File: src/rtl/evm_pkg.sv
// Shared types and helpers for the EVM ballot input stage.
// Candidate indices are 1-based so that zero can mean "no candidate latched".
package evm_pkg;

   localparam int NUM_CAND = 3;

   typedef enum logic [1:0] {
      LOCKED  = 2'd0,
      ARMED   = 2'd1,
      EMIT    = 2'd2,
      RELEASE = 2'd3
   } state_t;

   typedef logic [1:0] cand_idx_t;

   localparam cand_idx_t CAND_NONE = 2'd0;

   function automatic logic [1:0] count_pressed(input logic [NUM_CAND-1:0] pressed);
      logic [1:0] total;
      total = '0;
      for (int i = 0; i < NUM_CAND; i++) begin
         total = total + {1'b0, pressed[i]};
      end
      return total;
   endfunction

   function automatic cand_idx_t first_pressed(input logic [NUM_CAND-1:0] pressed);
      cand_idx_t idx;
      idx = CAND_NONE;
      for (int i = NUM_CAND - 1; i >= 0; i--) begin
         if (pressed[i]) begin
            idx = cand_idx_t'(i + 1);
         end
      end
      return idx;
   endfunction

   function automatic logic [NUM_CAND-1:0] cand_onehot(input cand_idx_t idx);
      logic [NUM_CAND-1:0] vec;
      vec = '0;
      for (int i = 0; i < NUM_CAND; i++) begin
         if (idx == cand_idx_t'(i + 1)) begin
            vec[i] = 1'b1;
         end
      end
      return vec;
   endfunction

endpackage

File: src/rtl/button_debounce.sv
// Two-flop synchroniser plus counter-based debouncer for one active-low button.
// press_edge pulses for one cycle when the debounced level goes released -> pressed.
module button_debounce #(
   parameter int DEBOUNCE_CYCLES = 16
) (
   input  logic clk,
   input  logic rst,
   input  logic btn_n,
   output logic pressed,
   output logic press_edge
);

   localparam int               CNT_W    = $clog2(DEBOUNCE_CYCLES) + 1;
   localparam logic [CNT_W-1:0] CNT_DONE = CNT_W'(DEBOUNCE_CYCLES);

   logic             sync1_reg;
   logic             sync2_reg;
   logic             deb_reg;
   logic             deb_prev_reg;
   logic [CNT_W-1:0] cnt_reg;
   logic [CNT_W-1:0] cnt_next;

   assign cnt_next = cnt_reg + 1'b1;

   always_ff @(posedge clk) begin
      if (rst) begin
         sync1_reg    <= 1'b1;
         sync2_reg    <= 1'b1;
         deb_reg      <= 1'b1;
         deb_prev_reg <= 1'b1;
         cnt_reg      <= '0;
      end else begin
         sync1_reg    <= btn_n;
         sync2_reg    <= sync1_reg;
         deb_prev_reg <= deb_reg;
         if (sync2_reg == deb_reg) begin
            cnt_reg <= '0;
         end else if (cnt_next == CNT_DONE) begin
            // Level has disagreed for DEBOUNCE_CYCLES cycles: accept it.
            deb_reg <= sync2_reg;
            cnt_reg <= '0;
         end else begin
            cnt_reg <= cnt_next;
         end
      end
   end

   assign pressed    = ~deb_reg;
   assign press_edge = ~deb_reg & deb_prev_reg;

endmodule

File: src/rtl/ballot_unit.sv
// One-vote-per-ballot front end: debounces three candidate buttons and emits
// a single fixed-length active-low pulse per accepted vote.
module ballot_unit
   import evm_pkg::*;
#(
   parameter int DEBOUNCE_CYCLES   = 16,
   parameter int VOTE_PULSE_CYCLES = 4
) (
   input  logic clk,
   input  logic rst,
   input  logic btn1_n,
   input  logic btn2_n,
   input  logic btn3_n,
   input  logic ballot_issue,
   input  logic voting_over,
   output logic cand1,
   output logic cand2,
   output logic cand3,
   output logic ballot_ready,
   output logic vote_ack,
   output logic invalid_press
);

   localparam int                PCNT_W     = $clog2(VOTE_PULSE_CYCLES) + 1;
   localparam logic [PCNT_W-1:0] PULSE_LAST = PCNT_W'(VOTE_PULSE_CYCLES - 1);

   logic [NUM_CAND-1:0] btn_n_vec;
   logic [NUM_CAND-1:0] pressed_vec;
   logic [NUM_CAND-1:0] edge_vec;
   logic [1:0]          press_count;
   cand_idx_t           press_idx;

   state_t              state_reg;
   cand_idx_t           cand_idx_reg;
   logic [PCNT_W-1:0]   pulse_cnt_reg;
   logic [NUM_CAND-1:0] cand_n_reg;
   logic                ballot_ready_reg;
   logic                vote_ack_reg;
   logic                invalid_press_reg;

   assign btn_n_vec = {btn3_n, btn2_n, btn1_n};

   generate
      for (genvar gi = 0; gi < NUM_CAND; gi++) begin : g_btn
         button_debounce #(
            .DEBOUNCE_CYCLES(DEBOUNCE_CYCLES)
         ) u_debounce (
            .clk       (clk),
            .rst       (rst),
            .btn_n     (btn_n_vec[gi]),
            .pressed   (pressed_vec[gi]),
            .press_edge(edge_vec[gi])
         );
      end
   endgenerate

   // Count includes buttons already held, so a press during another hold is rejected.
   assign press_count = count_pressed(pressed_vec);
   assign press_idx   = first_pressed(pressed_vec);

   always_ff @(posedge clk) begin
      if (rst) begin
         state_reg         <= LOCKED;
         cand_idx_reg      <= CAND_NONE;
         pulse_cnt_reg     <= '0;
         cand_n_reg        <= '1;
         ballot_ready_reg  <= 1'b0;
         vote_ack_reg      <= 1'b0;
         invalid_press_reg <= 1'b0;
      end else begin
         vote_ack_reg      <= 1'b0;
         invalid_press_reg <= 1'b0;
         case (state_reg)
            LOCKED: begin
               if (ballot_issue && !voting_over) begin
                  state_reg        <= ARMED;
                  ballot_ready_reg <= 1'b1;
               end
            end
            ARMED: begin
               if (voting_over) begin
                  state_reg        <= LOCKED;
                  ballot_ready_reg <= 1'b0;
               end else if (|edge_vec) begin
                  if (press_count == 2'd1) begin
                     state_reg        <= EMIT;
                     ballot_ready_reg <= 1'b0;
                     cand_idx_reg     <= press_idx;
                     cand_n_reg       <= ~cand_onehot(press_idx);
                     pulse_cnt_reg    <= '0;
                  end else begin
                     invalid_press_reg <= 1'b1;
                  end
               end
            end
            EMIT: begin
               // The pulse always runs to full length, even once voting closes.
               if (pulse_cnt_reg == PULSE_LAST) begin
                  cand_n_reg    <= '1;
                  vote_ack_reg  <= 1'b1;
                  pulse_cnt_reg <= '0;
                  state_reg     <= voting_over ? LOCKED : RELEASE;
               end else begin
                  cand_n_reg    <= ~cand_onehot(cand_idx_reg);
                  pulse_cnt_reg <= pulse_cnt_reg + 1'b1;
               end
            end
            RELEASE: begin
               if (voting_over || !(|pressed_vec)) begin
                  state_reg <= LOCKED;
               end
            end
            default: begin
               state_reg <= LOCKED;
            end
         endcase
      end
   end

   assign cand1         = cand_n_reg[0];
   assign cand2         = cand_n_reg[1];
   assign cand3         = cand_n_reg[2];
   assign ballot_ready  = ballot_ready_reg;
   assign vote_ack      = vote_ack_reg;
   assign invalid_press = invalid_press_reg;

endmodule

File: config.mk
export PLATFORM = sky130hd
export DESIGN_NAME = ballot_unit
export DESIGN_NICKNAME = d
export VERILOG_FILES = /design/src/rtl/evm_pkg.sv /design/src/rtl/button_debounce.sv /design/src/rtl/ballot_unit.sv
export SDC_FILE = /design/constraint.sdc
export NUM_CORES = 1
export LEC_CHECK = 0
export BUFFER_PORTS_ARGS = -buffer_cell sky130_fd_sc_hd__buf_2
export CAP_MARGIN = 25
export CORE_MARGIN = 1.5
export CORE_UTILIZATION = 40
export CTS_CLUSTER_DIAMETER = 30
export CTS_CLUSTER_SIZE = 8
export DETAILED_ROUTE_END_ITERATION = 16
export SLEW_MARGIN = 10
export SYNTH_ARGS = -nofsm -noshare
export SYNTH_HDL_FRONTEND = slang
export SYNTH_SLANG_ARGS = --single-unit
File: constraint.sdc
create_clock -name clk -period 2.7 [get_ports clk]
set_input_delay 0.27 -clock clk [delete_from_list [all_inputs] [get_ports clk]]
set_output_delay 0.27 -clock clk [all_outputs]
set_load 0.005 [all_outputs]
==> results summary, run 1 <==
The via count of the first global-routing pass came out at 1287. The worst-skew pair later-pin latency is 290 ps. The number of instances in the synthesized netlist came out at 185. The post-synthesis cell type count is 40. The mean cell area of the mapped netlist came out at 9.50 sq um.

The share of final-layout standard cells stronger than drive strength 1 came out at 0.181. The count of synthesis-stage warnings from yosys came out at 0. The share of the Yosys chip area taken by registers is 0.456. The highest attainable clock frequency is 0.510 GHz. The H-tree was split into 2 levels. Setup violations remaining at the end of the flow were counted as 0. The core region is 4120 sq um.

The final worst slack is 738 ps. The total clock buffers created by CTS came out at 5. The total leakage power came out at 0.777 nW.

Input and output buffers added on the ports amount to 12. The synthesized area came out at 1760 sq um. The post-DP HPWL came out at 2.13 mm.

The post-detailed-route DRC marker count came out at 0. Setup repair after global routing left no endpoint under its margin. The standard cell area after detailed placement is 1850 sq um. The top cell types in the final layout, fill and taps aside, are sky130_fd_sc_hd__dfxtp_1 (40), sky130_fd_sc_hd__nor2_1 (27), sky130_fd_sc_hd__buf_2 (12). The final-report hold violation count is 0.

The final number of max-transition violations is 0. The setup path with the least slack is of type flop to flop. The critical path data arrival time came out at 2180 ps. In the synthesized netlist the async set-or-reset flop fraction comes to 0. The count of inserted antenna diode cells is 0. The library cell used most frequently in the layout, excluding fill and tap cells, is sky130_fd_sc_hd__dfxtp_1. The die span in x came out at 69.3 microns. The all-layer global routing usage came out at 0.135. The detailed router's first-iteration violation count came out at 59.

The via count normalized by instance count came out at 5.21. The number of max-cap violations came out at 0. Power spread over the standard cell area amounts to 652 nW/um^2.

The flow ran to the end, and the final reports show no timing, DRC or antenna violations. The worst setup path is captured at a flop. Once detail routing completed, the nets flagged for antenna violations numbered 0. After detailed routing, the total wire length is 2.95 mm.

At the placement stage, the worst setup path has a slack of 711 ps. The longest clock path from root to sink contains 2 buffers. Yosys attributes the largest share of cell area to sky130_fd_sc_hd__dfxtp_1 (46%), sky130_fd_sc_hd__nor2_1 (5.8%), sky130_fd_sc_hd__ha_1 (5.0%). Of the post-synthesis cell area, the dominant cell type holds 0.456. The final critical-path required period is 1960 ps. The peak fanout along the critical path is 10. The pin count of the biggest net entering global routing is 31. The flip-flop and latch count after synthesis is 40. The initial core utilization is 0.427. Across the VDD grid, the largest voltage drop is 0.000342 V. The number of sinks on the clock net is 40. With fillers left out, the area of the finished cells amounts to 2010 sq um. The most area-hungry cell type in the Yosys netlist is sky130_fd_sc_hd__dfxtp_1.

After clock tree synthesis, the clock-pin slew on the worst setup and hold paths is 80 ps. The master cell of the clock root buffer is sky130_fd_sc_hd__clkbuf_8. The number of flip-flops under the largest register name came out at 15.

The global route total overflow is 0. Hold repair after CTS inserted 0 buffers. The initial antenna violation count came out at 0. The number of nets in the layout came out at 213.

In this run the worst hold path is classified as input port to flop. The first global-routing pass estimated 5.31 mm of wire. The most used flip-flop cell after synthesis is sky130_fd_sc_hd__dfxtp_1.

The post-route setup TNS came out at 0 ps. Overall power consumption after layout is estimated at 0.00131 W. The post-route core utilization is 0.489. The number of optimization iterations in the first detailed-route pass is 4. Compared with the post-synthesis result, the final layout area differs by 14.6%.

Detailed routing inserted a total of 1297 vias. The reg-to-reg setup timing slack came out at 740 ps. The worst path required time is 2920 ps. The type of origin of the critical path is a flop.

At the pin with the least slew margin, the transition time is 481 ps. The number of gates given a new drive strength after cts is 0. The die footprint is 4800 sq um. 13 I/O pins were placed.

The weighted congestion reported at the end of routability-driven placement is 0.802. Counting flops with a built-in enable in the synthesized netlist gives 0. The TritonCTS clock tree is yes.

The post-CTS repair timing setup buffer count is 0. The relative slew slack came out at 0.678. The floorplan has 23 rows. The per-cell routed wire length is 11.8 microns. The ratio of final minimum period to clock period came out at 0.727. The die height came out at 69.3 microns. The clock arrives with 4.01 ps of skew. When the netlist entered floorplanning its net count stood at 200.
==> cell usage after synthesis, drive strengths merged, types with 2 or more instances <==
cell type / count
a21oi: 3
a311o: 3
a31oi: 6
a41oi: 3
buf: 2
clkbuf: 4
dfxtp: 40
ha: 7
inv: 7
nand2: 9
nand2b: 3
nand3: 10
nor2: 27
nor2b: 5
nor3: 2
o21ai: 6
o22ai: 3
o2bb2ai: 2
o31ai: 3
or2: 10
xnor2: 9
xor2: 5
==> worst max-delay path: stages (launching register included) <==
cell and delay (ps):
sky130_fd_sc_hd__dfxtp_1 520, sky130_fd_sc_hd__fa_1 470, sky130_fd_sc_hd__nor2b_1 280, sky130_fd_sc_hd__o311ai_4 230, sky130_fd_sc_hd__and2_1 220, sky130_fd_sc_hd__o21ai_0 170
==> metrics by stage <==
| stage | hold WS, ps | instances |
|---|---|---|
| 3_5_place_dp | 395 | 241 |
| 3_3_place_gp | 394 | 241 |
| 5_1_grt | 144 | 249 |
| 2_1_floorplan | 374 | 185 |
| 4_1_cts | 143 | 249 |
| 6_report | 152 | 249 |
==> report_power, final <==
part	switching [W]	total (W)	internal [W]
Clock	0.000204	0.000666	0.000462
Sequential	0.00000725	0.000606	0.000599
Combinational	0.0000212	0.0000402	0.0000190
==> metal layers <==
metal / track usage / up-vias / share of wire
li1: - / 664 / -
met1: 0.156 / 598 / 0.45
met2: 0.231 / 26 / 0.49
met3: 0.0363 / 9 / 0.037
met4: 0.0654 / 0 / 0.025
met5: 0 / - / 0
==> kinds of logic (layout without fill, tap and decap cells) <==
kind of cell	count (synthesis)	after routing	synth area share
AND/OR/NAND/NOR	74	74	0.224
flip-flops	40	40	0.456
AO/OA/AOI/OAI	35	35	0.154
XOR/XNOR	14	14	0.0698
buffers and inverters	13	27	0.0292
adder cells (fa/ha/maj)	8	8	0.0613
multiplexers	1	1	0.00570
==> cell type report <==
cell class / instances / area [sq um]
Clock buffer: 5 / 68.8
Fill cell: 392 / 2100
Multi-Input combinational cell: 132 / 905
Sequential cell: 40 / 801
Inverter: 7 / 26.3
Clock inverter: 3 / 90.1
Timing Repair Buffer: 12 / 60.1
Tap cell: 50 / 62.6
==> worst paths after layout <==
check                                           start                                        to  cells after the start
max reg2reg  g_btn[2].u_debounce.deb_reg$_SDFFE_PP1P_                cand_n_reg[2]$_SDFFE_PP1P_                      5
min                                            btn1_n  g_btn[0].u_debounce.sync1_reg$_SDFF_PP1_                      2
max          g_btn[2].u_debounce.deb_reg$_SDFFE_PP1P_                cand_n_reg[2]$_SDFFE_PP1P_                      5
min reg2reg  g_btn[2].u_debounce.sync1_reg$_SDFF_PP1_  g_btn[2].u_debounce.sync2_reg$_SDFF_PP1_                      1
No activity file was read; power rests on OpenSTA's default activity.
==> run 2, diff against run 1 <==
Settings changed: ABC_AREA set to 1.
Clock period 2.7 ns to 1.8 ns, I/O delays scaled along.
==> results summary, run 2 <==
The critical path data arrival time is 1770 ps. The final routed wirelength across all metal layers is 3.04 mm. The commonest cells after synthesis are sky130_fd_sc_hd__dfxtp_1 (40), sky130_fd_sc_hd__nand3_1 (34), sky130_fd_sc_hd__inv_1 (29), sky130_fd_sc_hd__nand2_1 (29), sky130_fd_sc_hd__nor2_1 (26). The worst-skew pair later-pin latency came out at 290 ps. Setup repair after global routing left no endpoint under its margin. Walking the worst path, the cells encountered are fa_1 -> inv_1 -> nand2_1 -> inv_1 -> nand3_2 -> nand2_2 -> o21ai_0 -> nand3_1. The startpoint identified for the worst register-to-register timing path is g_btn[0].u_debounce.deb_reg$_SDFFE_PP1P_. The number of cells on the worst hold path came out at 2. The pin count of the biggest net entering global routing came out at 14. The slew at the pin closest to its max-slew limit came out at 304 ps. The synthesized area is 1730 sq um. The total buffers and inverters traversed by the critical path is 2. Setup violations remaining at the end of the flow were counted as 0. After routing, the total negative slack on setup checks comes to 0 ps. The type of the worst min-delay path is input port to flop. The run finished with clean final reports. After detailed routing, the number of remaining DRC violations is 0.

The number of nets in the layout came out at 254. The global-route wire length before repair came out at 5.26 mm. Relative to the synthesized area, the layout overhead comes to 13.9%. The final route contains 1365 vias. The number of hold buffers added after cts is 0.

TritonCTS built the clock tree. The number of optimization iterations in the first detailed-route pass came out at 4. The kind of cell with the highest combined delay along the critical path is adder cells. The xor and xnor area share after synthesis is 0.0607. The cell type with the highest occurrence count on the critical path is sky130_fd_sc_hd__inv_1. For this design, the slowest cell found on the critical path is sky130_fd_sc_hd__fa_1. The number of levels in the clock H-tree came out at 2.

The core box area came out at 4090 sq um. The all-layer global routing usage is 0.155. The top-level port count is 13.

Across the run, the number of max-cap violations was 0. The startpoint identified for the worst hold timing path is btn3_n. The final number of max-transition violations is 0.

Measured along the x axis, the die boundary spans 68.8 microns. The count of inserted antenna diode cells came out at 0. The endpoint identified for the worst register-to-register timing path is cand_n_reg[0]$_SDFFE_PP1P_. The number of nets in the synthesized netlist is 233.

The die height came out at 68.8 microns. The share of the Yosys chip area taken by registers is 0.462. A synthesized cell averages 7.94 sq um. The per-cell routed wire length is 10.5 microns. After clock tree synthesis, the clock-pin slew on the worst setup and hold paths is 80 ps.

The global route total overflow is 0. By area the synthesized netlist is led by sky130_fd_sc_hd__dfxtp_1 (46%), sky130_fd_sc_hd__nand3_1 (9.8%), sky130_fd_sc_hd__inv_1 (6.3%). The cell count of the worst reg-to-reg path came out at 8. The via count of the first global-routing pass came out at 1237. The path with the worst hold slack has its endpoint at g_btn[2].u_debounce.sync1_reg$_SDFF_PP1_. The worst voltage drop across the vdd grid came out at 0.000516 V. The mux contribution to synthesized area came out at 0.

The flip-flop and latch count after synthesis is 40. Summed over all instances, the cell type with the most area after synthesis is sky130_fd_sc_hd__dfxtp_1. Buffers added to address setup during post-CTS repair amount to 0. The count of synthesis-stage warnings from yosys is 0. The total clock buffers created by CTS came out at 5. The final clock skew is 7.87 ps. The area share of the leading cell type in the synthesized netlist came out at 0.462. By startpoint and endpoint, the worst setup path is classified as flop to flop. The reg-to-reg setup timing slack came out at 220 ps.

The top cell types in the final layout, fill and taps aside, are sky130_fd_sc_hd__dfxtp_1 (40), sky130_fd_sc_hd__nand3_1 (34), sky130_fd_sc_hd__inv_1 (29), sky130_fd_sc_hd__nand2_1 (29), sky130_fd_sc_hd__nor2_1 (26). Buffers placed on the I/O ports in this run total 12. The count of flip-flops with a built-in enable after synthesis came out at 0. The post-synthesis cell type count came out at 22. The initial core utilization is 0.424.

The total leakage power came out at 0.922 nW. The adder and majority gate portion of the synthesized area came out at 0.0621. After routing the design area is 1970 sq um.

The number of flip-flops under the largest register name came out at 15. The peak fanout along the critical path came out at 9. The worst path in the final design needs a cycle of 1580 ps, including I/O delays and setup. The share of final-layout standard cells stronger than drive strength 1 is 0.150. In the routed layout, each cell is associated on average with a via count of 4.71. The kind of capture point of the worst setup path is a flop. Measured against its own limit, the worst slew margin works out to 0.797. At the end of routability-driven placement, the weighted congestion stood at 0.768.

Derived from the worst setup path, the maximum achievable clock frequency is 0.631 GHz. The ratio of final minimum period to clock period came out at 0.880. In the synthesized netlist the dominant register cell turns out to be sky130_fd_sc_hd__dfxtp_1. The placed instances occupy a cell area of 1880 sq um.

The final-report hold violation count came out at 0. In the post-synthesis netlist, the cell with the most instances is sky130_fd_sc_hd__dfxtp_1. The stage delay of the slowest cell on the critical path came out at 530 ps.

The number of gates given a new drive strength after cts is 0. Leaving out fill and tap cells, the most frequent cell in the layout is sky130_fd_sc_hd__dfxtp_1. The count of nets left with antenna violations once routing finished came out at 0.

At the worst endpoint, the required time is 1980 ps. STA classifies the critical path startpoint as a flop. The die footprint came out at 4730 sq um.

The post-synthesis simple-gate area fraction came out at 0.286. The number of sinks on the clock net came out at 40. The initial antenna violation count is 0. After synthesis, the share of flip-flops with an asynchronous set or reset is 0. The complex-gate fraction of the synthesized area is 0.0542. The detailed router's first-iteration violation count came out at 56. The tree is rooted in a sky130_fd_sc_hd__clkbuf_8. The floorplan has 23 rows. The wire-length estimate of the detail-placed layout is 2.22 mm. The power density over the cells is 1030 nW/um^2. Counting every instance in the synthesized netlist gives 218. After synthesis, the largest family of logic cells by area is simple AND/OR/NAND/NOR gates. The clock tree buffer depth is 2.
## run 2: cells by family (layout without fill, tap and decap cells)
kind of cell               count (synthesis)  after routing
and+or+nand+nor                          106            106
adders and majority gates                  8              8
DFF                                       40             40
AOI/OAI and AO/OA                         18             18
xor gates and xnor gates                  12             12
buffers and inverters                     34             56
## run 2: worst max-delay path by stage
stage / start / endpoint / slack [ps] / depth (start not counted)
after global placement: g_btn[0].u_debounce.deb_reg$_SDFFE_PP1P_ / cand_n_reg[0]$_SDFFE_PP1P_ / 240 / 8
after detailed placement: g_btn[0].u_debounce.deb_reg$_SDFFE_PP1P_ / cand_n_reg[0]$_SDFFE_PP1P_ / 220 / 8
final: g_btn[0].u_debounce.deb_reg$_SDFFE_PP1P_ / cand_n_reg[0]$_SDFFE_PP1P_ / 220 / 8
after CTS: g_btn[0].u_debounce.deb_reg$_SDFFE_PP1P_ / cand_n_reg[0]$_SDFFE_PP1P_ / 210 / 8
after global routing: g_btn[1].u_debounce.deb_reg$_SDFFE_PP1P_ / cand_idx_reg[1]$_SDFFE_PP0P_ / 80 / 7
after floorplan: g_btn[0].u_debounce.deb_reg$_SDFFE_PP1P_ / cand_n_reg[0]$_SDFFE_PP1P_ / 260 / 8
## run 2: per-stage QoR
step           power (W)  std cells  hold slack (ps)   util  setup WS (ps)
2_1_floorplan    0.00132        218              284      -            265
3_3_place_gp     0.00143        282              363  0.460            241
3_5_place_dp     0.00143        282              364  0.460            216
4_1_cts          0.00206        290             55.5  0.483            209
5_1_grt          0.00218        290             47.7  0.483           75.7
6_report         0.00203        290             65.3  0.483            216
## run 2: worst register-to-register path: cells and delay by family, from the launching register on
kind,cells,cell delay (ps)
and+or+nand+nor,4,420
AOI/OAI and AO/OA,1,90
adders and majority gates,1,530
DFF,1,330
buffers and inverters,2,110
## run 2: area by class of cell
class / instances / area (sq um)
well taps: 50 / 62.6
multi-input cells: 144 / 802
inverters: 31 / 116
fillers: 434 / 2110
flip-flops and latches: 40 / 801
repair buffers: 17 / 97.6
clock inverters: 1 / 7.51
clock buffers: 7 / 86.3
## run 2: where the power goes
group          switching, W  internal, W
Sequential        0.0000589     0.000953
Clock              0.000311     0.000312
Combinational      0.000242     0.000154
## run 2: per-layer routing
metal | vias up | wire (microns) | track usage
met1 | 597 | 1510 | 0.200
li1 | 740 | - | -
met3 | 2 | 185 | 0.0601
met4 | 0 | 27 | 0.0711
met5 | - | 0 | 0
met2 | 26 | 1310 | 0.226
==> run 3, diff against run 2 <==
Settings changed: MAX_ROUTING_LAYER set to met4.
Clock period 1.8 ns to 1.81 ns, I/O delays scaled along.
==> results summary, run 3 (synthesized netlist as in run 2, its figures left out) <==
The die footprint came out at 4730 sq um. For this design, the sink count on the clock tree is 40. After routing the design area is 1980 sq um.

The via count normalized by instance count came out at 4.65. Data arrives at the worst endpoint at 1830 ps. The number of nets in the layout is 253. Clock latency on the worst-skew pair, taken at its later pin, is 300 ps. For this block, the via count after detailed routing is 1343. CTS placed an instance of sky130_fd_sc_hd__clkbuf_8 at the clock tree root. The final routed wirelength across all metal layers is 2.88 mm. Walking the worst path, the cells encountered are fa_1 -> inv_1 -> nand2_1 -> inv_1 -> nand3_2 -> nand2_2 -> o21ai_0 -> nand3_1. Clock-pin slew was measured on the worst setup and hold paths at 80 ps. Summed over all layers, the global routing overflow is 0.

The type of the worst min-delay path is input port to flop. On the critical path, the stage with the largest delay is an instance of sky130_fd_sc_hd__fa_1. The relative slew slack is 0.807. In the global route stage, overall resource usage came out at 0.145. The signed area change from the synthesized netlist to the final layout is 14.6%. The peak fanout along the critical path came out at 9. The total leakage power is 0.927 nW. The post-route setup TNS came out at 0 ps. In this run, the number of DRC markers left after iteration 0 of detailed routing was 61. The number of flip-flops under the largest register name is 15. The filler cell count is 408. The number of port buffers is 12.

The worst flop-to-flop path endpoint is cand_n_reg[0]$_SDFFE_PP1P_. The cell count of the worst reg-to-reg path came out at 8. The top-level port count came out at 13. The per-cell routed wire length is 9.96 microns. For this run, the top clock speed supported by timing is 0.609 GHz.

The weighted congestion reported at the end of routability-driven placement came out at 0.806. The number of clock buffers added by TritonCTS is 5. STA classifies the critical path startpoint as a flop. The number of max-cap violations came out at 0. The via count of the first global-routing pass was 1217.

Power spread over the standard cell area amounts to 1070 nW/um^2. The critical path is of the flop to flop type. The library cells used most frequently in the layout, excluding fill and tap cells, are sky130_fd_sc_hd__dfxtp_1 (39), sky130_fd_sc_hd__nand3_1 (34), sky130_fd_sc_hd__inv_1 (29), sky130_fd_sc_hd__nand2_1 (29), sky130_fd_sc_hd__nor2_1 (26). The initial core utilization came out at 0.424. The ratio of final minimum period to clock period came out at 0.907. The clock tree synthesis step divided the H-tree into 2 levels. The start point of the critical path is g_btn[0].u_debounce.deb_reg$_SDFFE_PP1P_. After floorplanning, the core was sized to cover 4090 sq um. The kind of capture point of the worst setup path is a flop. The slew at the pin closest to its max-slew limit is 289 ps.

Setup violations remaining at the end of the flow were counted as 0. The post-route core utilization is 0.486. Subtracting the final worst setup slack from the clock period gives 1640 ps. After floorplanning, the core was divided into 23 placement rows. TritonCTS built the clock tree. The global-route wire length before repair is 4.89 mm. The stage delay of the slowest cell on the critical path came out at 530 ps. The worst voltage drop across the vdd grid is 0.000603 V.

The most numerous cell type found on the critical path is sky130_fd_sc_hd__inv_1. The initial antenna violation count is 0. Between clock sinks in the finished design, the worst skew comes to 7.19 ps. The reg-to-reg setup timing slack came out at 170 ps. The final-report hold violation count is 0. The post-DP HPWL is 2.10 mm. Entering global routing, the biggest net connects 15 pins. The number of antenna diodes in the final layout is 0. For this run, design rule violations remaining after detail routing come to 0. The final number of max-transition violations is 0. The flow ran to the end, and the final reports show no timing, DRC or antenna violations.

The die height is 68.8 microns. The number of optimization iterations in the first detailed-route pass is 4. The total power draw is 0.00213 W. The post-CTS repair timing setup buffer count is 0. The clock tree buffer depth is 2. The final antenna-violating net count is 0. The die span in x came out at 68.8 microns. The standard cell area after detailed placement is 1870 sq um.

The startpoint of the worst register-to-register path is g_btn[0].u_debounce.deb_reg$_SDFFE_PP1P_. The worst path required time is 1990 ps. The number of gates given a new drive strength after cts is 0. The number of hold buffers added after cts is 0.

The commonest non-fill, non-tap cell in the layout is sky130_fd_sc_hd__dfxtp_1. The most critical setup path has its endpoint at cand_n_reg[0]$_SDFFE_PP1P_. Setup repair after global routing left no endpoint under its margin. The share of final-layout standard cells stronger than drive strength 1 is 0.155.
run 3: worst max-delay path: cells and delay by family (launching register included):
| family | cells | cell delay, ps |
|---|---|---|
| fa+ha+maj | 1 | 530 |
| simple gates | 4 | 430 |
| flops | 1 | 360 |
| buf+inv | 2 | 110 |
| compound gates | 1 | 110 |
run 3: worst min path at each step:
stage | start | endpoint | slack (ps) | depth (start not counted)
2_1_floorplan | btn1_n | g_btn[0].u_debounce.sync1_reg$_SDFF_PP1_ | 280 | 1
5_1_grt | btn1_n | g_btn[0].u_debounce.sync1_reg$_SDFF_PP1_ | 50 | 2
6_report | btn3_n | g_btn[2].u_debounce.sync1_reg$_SDFF_PP1_ | 60 | 2
4_1_cts | btn1_n | g_btn[0].u_debounce.sync1_reg$_SDFF_PP1_ | 50 | 2
3_3_place_gp | btn1_n | g_btn[0].u_debounce.sync1_reg$_SDFF_PP1_ | 360 | 2
3_5_place_dp | btn1_n | g_btn[0].u_debounce.sync1_reg$_SDFF_PP1_ | 370 | 2
run 3: cell type report:
cell class	count	area, sq um	share of cell area
Timing Repair Buffer	16	90.1	0.0454
Inverter	31	116	0.0586
Sequential cell	40	802	0.404
Tap cell	50	62.6	0.0315
Clock buffer	5	68.8	0.0347
Clock inverter	3	42.5	0.0214
Multi-Input combinational cell	144	802	0.404
run 3: through the flow:
step / instances / hold slack, ps / setup WS, ps
2_1_floorplan: 218 / 285 / 275
3_5_place_dp: 281 / 368 / 152
6_report: 289 / 61.0 / 168
4_1_cts: 289 / 54.7 / 134
5_1_grt: 289 / 53.7 / 41.9
3_3_place_gp: 281 / 365 / 203
run 3: routing by layer:
metal	vias up	track usage	routed length [microns]
li1	736	-	-
met1	579	0.182	1560
met5	-	-	0
met2	21	0.204	1130
met3	7	0.0487	115
met4	0	0.0809	65
run 3: report_power, final:
part	leakage, nW	internal (W)	switching, W	total (W)
registers	0.325	0.000948	0.0000593	0.00101
logic	0.548	0.000153	0.000236	0.000389
clock network	0.0541	0.000408	0.000324	0.000732
total	0.927	0.00151	0.000620	0.00213
